===== src/rtl/pipe_hazard_ctrl_pkg.sv =====
// rtl/pipe_hazard_ctrl_pkg.sv - stall/forward encodings and forwarding helper for the hazard controller
package pipe_hazard_ctrl_pkg;

   localparam int MD_CNT_W = 6;

   localparam logic [1:0] STALL_NONE = 2'b00;
   localparam logic [1:0] STALL_LOAD = 2'b01;
   localparam logic [1:0] STALL_MD   = 2'b10;

   localparam logic [1:0] FWD_RF     = 2'b00;
   localparam logic [1:0] FWD_EXMEM  = 2'b01;
   localparam logic [1:0] FWD_MEMWB  = 2'b10;

   // Forward select for one ALU source; MEM holds the newer result so it wins over WB.
   function automatic logic [1:0] fwd_sel(
      input logic [4:0] src,
      input logic [4:0] mem_rd,
      input logic       mem_rfwr,
      input logic [4:0] wb_rd,
      input logic       wb_rfwr
   );
      if (mem_rfwr && (mem_rd != 5'd0) && (mem_rd == src))
         return FWD_EXMEM;
      else if (wb_rfwr && (wb_rd != 5'd0) && (wb_rd == src))
         return FWD_MEMWB;
      else
         return FWD_RF;
   endfunction

endpackage


===== src/rtl/pipe_hazard_ctrl_md_busy_counter.sv =====
// rtl/pipe_hazard_ctrl_md_busy_counter.sv - latency counter tracking the multi-cycle mult/div unit
module pipe_hazard_ctrl_md_busy_counter
   import pipe_hazard_ctrl_pkg::*;
#(
   parameter int MULT_LAT = 5,
   parameter int DIV_LAT  = 32
) (
   input  logic clk,
   input  logic rst,
   input  logic start,
   input  logic div,
   output logic busy,
   output logic done
);

   localparam logic [MD_CNT_W-1:0] MULT_L = MD_CNT_W'(MULT_LAT);
   localparam logic [MD_CNT_W-1:0] DIV_L  = MD_CNT_W'(DIV_LAT);

   logic [MD_CNT_W-1:0] cnt;

   // Load on start (a restart drops the older op), count down, pulse done on the 1->0 step.
   always_ff @(posedge clk or posedge rst) begin
      if (rst) begin
         cnt  <= '0;
         busy <= 1'b0;
         done <= 1'b0;
      end else begin
         if (start)
            cnt <= div ? DIV_L : MULT_L;
         else if (cnt != '0)
            cnt <= cnt - 1'b1;
         busy <= start | (cnt > MD_CNT_W'(1));
         done <= ~start & (cnt == MD_CNT_W'(1));
      end
   end

endmodule


===== src/rtl/pipe_hazard_ctrl.sv =====
// rtl/pipe_hazard_ctrl.sv - stall, flush and forwarding control for the 5-stage pipeline
module pipe_hazard_ctrl
   import pipe_hazard_ctrl_pkg::*;
#(
   parameter int MULT_LAT = 5,
   parameter int DIV_LAT  = 32,
   parameter int CNT_W    = 32
) (
   input  logic             clk,
   input  logic             rst,
   input  logic [4:0]       id_rs,
   input  logic [4:0]       id_rt,
   input  logic             id_use_rs,
   input  logic             id_use_rt,
   input  logic             id_md,
   input  logic [4:0]       ex_rs,
   input  logic [4:0]       ex_rt,
   input  logic [4:0]       ex_rd,
   input  logic             ex_rfwr,
   input  logic             ex_mr,
   input  logic             ex_md_start,
   input  logic             ex_md_div,
   input  logic             ex_br_taken,
   input  logic [4:0]       mem_rd,
   input  logic             mem_rfwr,
   input  logic [4:0]       wb_rd,
   input  logic             wb_rfwr,
   output logic [1:0]       stall,
   output logic             if_flush,
   output logic             ex_flush,
   output logic [1:0]       fwd_a,
   output logic [1:0]       fwd_b,
   output logic             md_busy,
   output logic             md_done,
   output logic [CNT_W-1:0] stall_cnt
);

   logic load_use;

   // The EX op is older than a taken branch, so it still launches the MD unit.
   pipe_hazard_ctrl_md_busy_counter #(
      .MULT_LAT (MULT_LAT),
      .DIV_LAT  (DIV_LAT)
   ) u_md (
      .clk   (clk),
      .rst   (rst),
      .start (ex_md_start),
      .div   (ex_md_div),
      .busy  (md_busy),
      .done  (md_done)
   );

   // Load in EX whose destination is read by the instruction in ID.
   always_comb begin
      load_use = ex_mr & ex_rfwr & (ex_rd != 5'd0) &
                 ((id_use_rs & (id_rs == ex_rd)) | (id_use_rt & (id_rt == ex_rd)));
   end

   // Stall priority: taken branch squashes ID, then load-use, then MD busy.
   always_comb begin
      stall    = STALL_NONE;
      if_flush = 1'b0;
      ex_flush = 1'b0;
      if (!rst) begin
         if (ex_br_taken) begin
            if_flush = 1'b1;
            ex_flush = 1'b1;
         end else if (load_use) begin
            stall = STALL_LOAD;
         end else if (id_md && md_busy) begin
            stall = STALL_MD;
         end
      end
   end

   // ALU operand bypass selects for the instruction in EX.
   always_comb begin
      fwd_a = FWD_RF;
      fwd_b = FWD_RF;
      if (!rst) begin
         fwd_a = fwd_sel(ex_rs, mem_rd, mem_rfwr, wb_rd, wb_rfwr);
         fwd_b = fwd_sel(ex_rt, mem_rd, mem_rfwr, wb_rd, wb_rfwr);
      end
   end

   // Count stalled cycles; wraps naturally at the counter width.
   always_ff @(posedge clk or posedge rst) begin
      if (rst)
         stall_cnt <= '0;
      else if (stall != STALL_NONE)
         stall_cnt <= stall_cnt + {{(CNT_W-1){1'b0}}, 1'b1};
   end

endmodule


===== config.mk =====
export PLATFORM = sky130hd
export DESIGN_NAME = pipe_hazard_ctrl
export DESIGN_NICKNAME = d
export VERILOG_FILES = /design/src/rtl/pipe_hazard_ctrl_pkg.sv /design/src/rtl/pipe_hazard_ctrl_md_busy_counter.sv /design/src/rtl/pipe_hazard_ctrl.sv
export SDC_FILE = /design/constraint.sdc
export NUM_CORES = 1
export LEC_CHECK = 0
export BUFFER_PORTS_ARGS = -buffer_cell sky130_fd_sc_hd__buf_4
export CAP_MARGIN = 40
export CORE_UTILIZATION = 35
export DETAILED_ROUTE_END_ITERATION = 8
export SLEW_MARGIN = 20
export SYNTH_ARGS = -nofsm -noshare
export SYNTH_HDL_FRONTEND = slang
export SYNTH_HIERARCHICAL = 1
export SYNTH_SLANG_ARGS = --single-unit

===== constraint.sdc =====
create_clock -name clk -period 2 [get_ports clk]
set_input_delay 0.2 -clock clk [delete_from_list [all_inputs] [get_ports clk]]
set_output_delay 0.2 -clock clk [all_outputs]
set_load 0.03 [all_outputs]

==> flow_summary_export.csv <==
group,metric,value,unit
sta,period_share,0.933,
worst_setup_path,rr_endpoint,"stall_cnt[31]$_DFFE_PP0P_",
sta,rsz0062_at_grt,"no",
floorplanning,initial_core_util,0.370,
floorplanning,pin_count,89,
cts,clk_pin_slew,0.08,ns
worst_setup_path,endpoint_kind,"output port",
worst_setup_path,cp.arrival,1.67,ns
logic_synthesis,synth_top_area_share,0.417,
worst_setup_path,start_kind,"input port",
cts,cts_buffers,5,
worst_setup_path,r2r_slack,0.24,ns
sta,worst_pin_slew,0.465,ns
layout,final_util,0.512,
logic_synthesis,ys_seq_area_frac,0.417,
sta,drv_slew,0,
cts,h-tree-depth,2,
sta,setup_violations,0,
floorplanning,die_y,84.8,µm
sta,relSlewSlack,0.688,
detailed_routing,wire_per_inst,14.1,µm
cts,clk-insertion-delay-late,0.29,ns
global_routing,grt_pass1_wl,10000,µm
worst_setup_path,required,1.80,ns
cts,tritoncts,"built",
placement,dp_hpwl,4420,µm
placement,place_ws,0.106,ns
detailed_routing,drt_pass1_iterations,9,
sta,period_minus_slack,1.87,ns
worst_setup_path,cp_max_fo,4,
logic_synthesis,ys_ff_latch,40,
global_routing,grt_max_degree,33,
detailed_routing,vias,2043,
cts,clock_path_buffers,2,
detailed_routing,drc,4,
logic_synthesis,synthTopCellsByArea,"dfrtp_1 (42%), xnor2_1 (13%), xor2_1 (9.1%)",
sta,fin_tns_setup,0,ns
detailed_routing,drt_iter0_markers,84,
floorplanning,chipWidth,84.8,µm
global_routing,antenna_found_initial,0,
logic_synthesis,syn_inst,234,
placement,gp_congestion,0.797,
cts,clock-sinks,40,
logic_synthesis,synth_most_common_cell,"dfrtp_1",
worst_setup_path,path_class,"in -> out",
power,vdd_ir_drop_max,0.442,mV
sta,hold_viol_final,0,
logic_synthesis,synth_largest_area_cell,"dfrtp_1",
floorplanning,core-area,6490,µm²
power,powerDensity,702,nW/µm²
logic_synthesis,synth_common_cells,"dfrtp_1 (40), xnor2_1 (37), xor2_1 (25)",
power,p_leak,1.55,nW
logic_synthesis,syn_area,2400,µm²
layout,antenna_cells,0,
detailed_routing,avgViaCountPerCell,5.01,
floorplanning,num_rows,29,
status,violations,"design-rule violations",
logic_synthesis,synth-main-ff-cell,"dfrtp_1",
logic_synthesis,syn_avg_cell_area,10.3,µm²
logic_synthesis,synth_cell_type_count,45,
job,timing.max_cap.violations,0,
detailed_routing,ant_nets,0,
hold_path,hold_path.class,"in -> async",
cts,post_cts_buffers,0,
global_routing,grt_overflow,0,
global_routing,track_usage,0.173,
placement,port_buffers,88,
detailed_routing,totalWireLength,5750,µm
logic_synthesis,syn_nets,284,
sta,fin_ws,0.135,ns
floorplanning,dieArea,7200,µm²
worst_setup_path,r2r_cells,6,
layout,drive_gt1_frac,0.366,
global_routing,grt_pass1_vias,2137,
logic_synthesis,async_flop_share,1.00,
sta,max_freq,536,MHz
layout,area_growth,38.4,%
worst_setup_path,r2r_start,"stall_cnt[8]$_DFFE_PP0P_",
status,outcome,"finished, violations left",
cts,root_buffer,"clkbuf_8",
logic_synthesis,yosys_warnings,6,
sta,fin_skew,0.00878,ns
logic_synthesis,synth_edf_count,0,
layout,finalNetCount,380,
-- stage by stage --
stage          power, mW  cell area [µm²]  hold slack, ns  cells
5_1_grt             2.46             3320          0.0953    408
6_report            2.33             3320          0.0580    408
3_5_place_dp        1.68             3200           0.235    399
4_1_cts             2.36             3320          0.0656    408
3_3_place_gp        1.67             3200           0.238    399
2_1_floorplan       1.41             2440          0.0157    234
-- cells in the final DEF (no fill, tap or decap), drive strengths merged, types with 5 or more instances in the layout --
master	instances
xor2	25
nor4	5
nand4	7
inv	5
xnor2	37
and3	6
nand2	17
buf	93
dfrtp	40
and4	5
nor2	11
nor3	15
clkbuf	5
nand3	14
-- timing repair --
action,CTS,global route
hold endpoints to repair,8,0
endpoints found under the setup margin,0,2
gates resized for setup,0,2
hold buffers,1,0
-- worst max-delay path, stage by stage --
cell,delay [ns]
buf_4,0.12
or4_1,0.54
o21ai_1,0.14
buf_4,0.14
nor3_1,0.07
nor4_4,0.26
buf_4,0.19
-- state kept, by name, indices dropped and copies added (netlist names) --
signal and flops:
u_md/cnt 6, u_md/busy 1, u_md/done 1, stall_cnt 32
-- report_power, final --
part           internal [mW]  switching [mW]  leakage (nW)
Sequential             0.886           0.110         0.533
Clock                  0.370           0.298        0.0541
Combinational          0.316           0.354         0.964
-- kinds of logic (layout without fill, tap and decap cells) --
kind of cell | Yosys count | count (layout) | share of synthesized area
simple gates | 99 | 99 | 0.236
buf+inv | 11 | 108 | 0.0229
flops | 40 | 40 | 0.417
fa+ha+maj | 3 | 3 | 0.0156
xor+xnor | 62 | 62 | 0.226
compound gates | 17 | 17 | 0.0724
mux | 2 | 2 | 0.0104
-- how the worst max path moves through the flow --
stage	startpoint	to	slack (ns)	cells after the start
3_5_place_dp	ex_rd[0]	stall_cnt[1]$_DFFE_PP0P_	0.11	6
3_3_place_gp	mem_rd[1]	fwd_a[1]	0.14	7
6_report	mem_rd[1]	fwd_a[1]	0.13	7
5_1_grt	stall_cnt[8]$_DFFE_PP0P_	stall_cnt[31]$_DFFE_PP0P_	0.03	6
4_1_cts	mem_rd[1]	fwd_a[1]	0.11	7
2_1_floorplan	stall_cnt[7]$_DFFE_PP0P_	stall_cnt[29]$_DFFE_PP0P_	0.04	7
-- routing by layer --
metal,GRT usage,up-vias,part of all wire
met5,0,-,0
met4,0.0447,0,0.012
met3,0.0389,9,0.048
met2,0.297,45,0.49
met1,0.222,977,0.45
li1,-,1012,-
-- cell type report --
class                           instances  area [µm²]
Tap cell                               77        96.3
Clock inverter                          3        42.5
Sequential cell                        40        1000
Fill cell                             600        3170
Inverter                                6        26.3
Clock buffer                            5        68.8
Timing Repair Buffer                   94         708
Multi-Input combinational cell        183        1380
(Power assumes the default switching activity.)
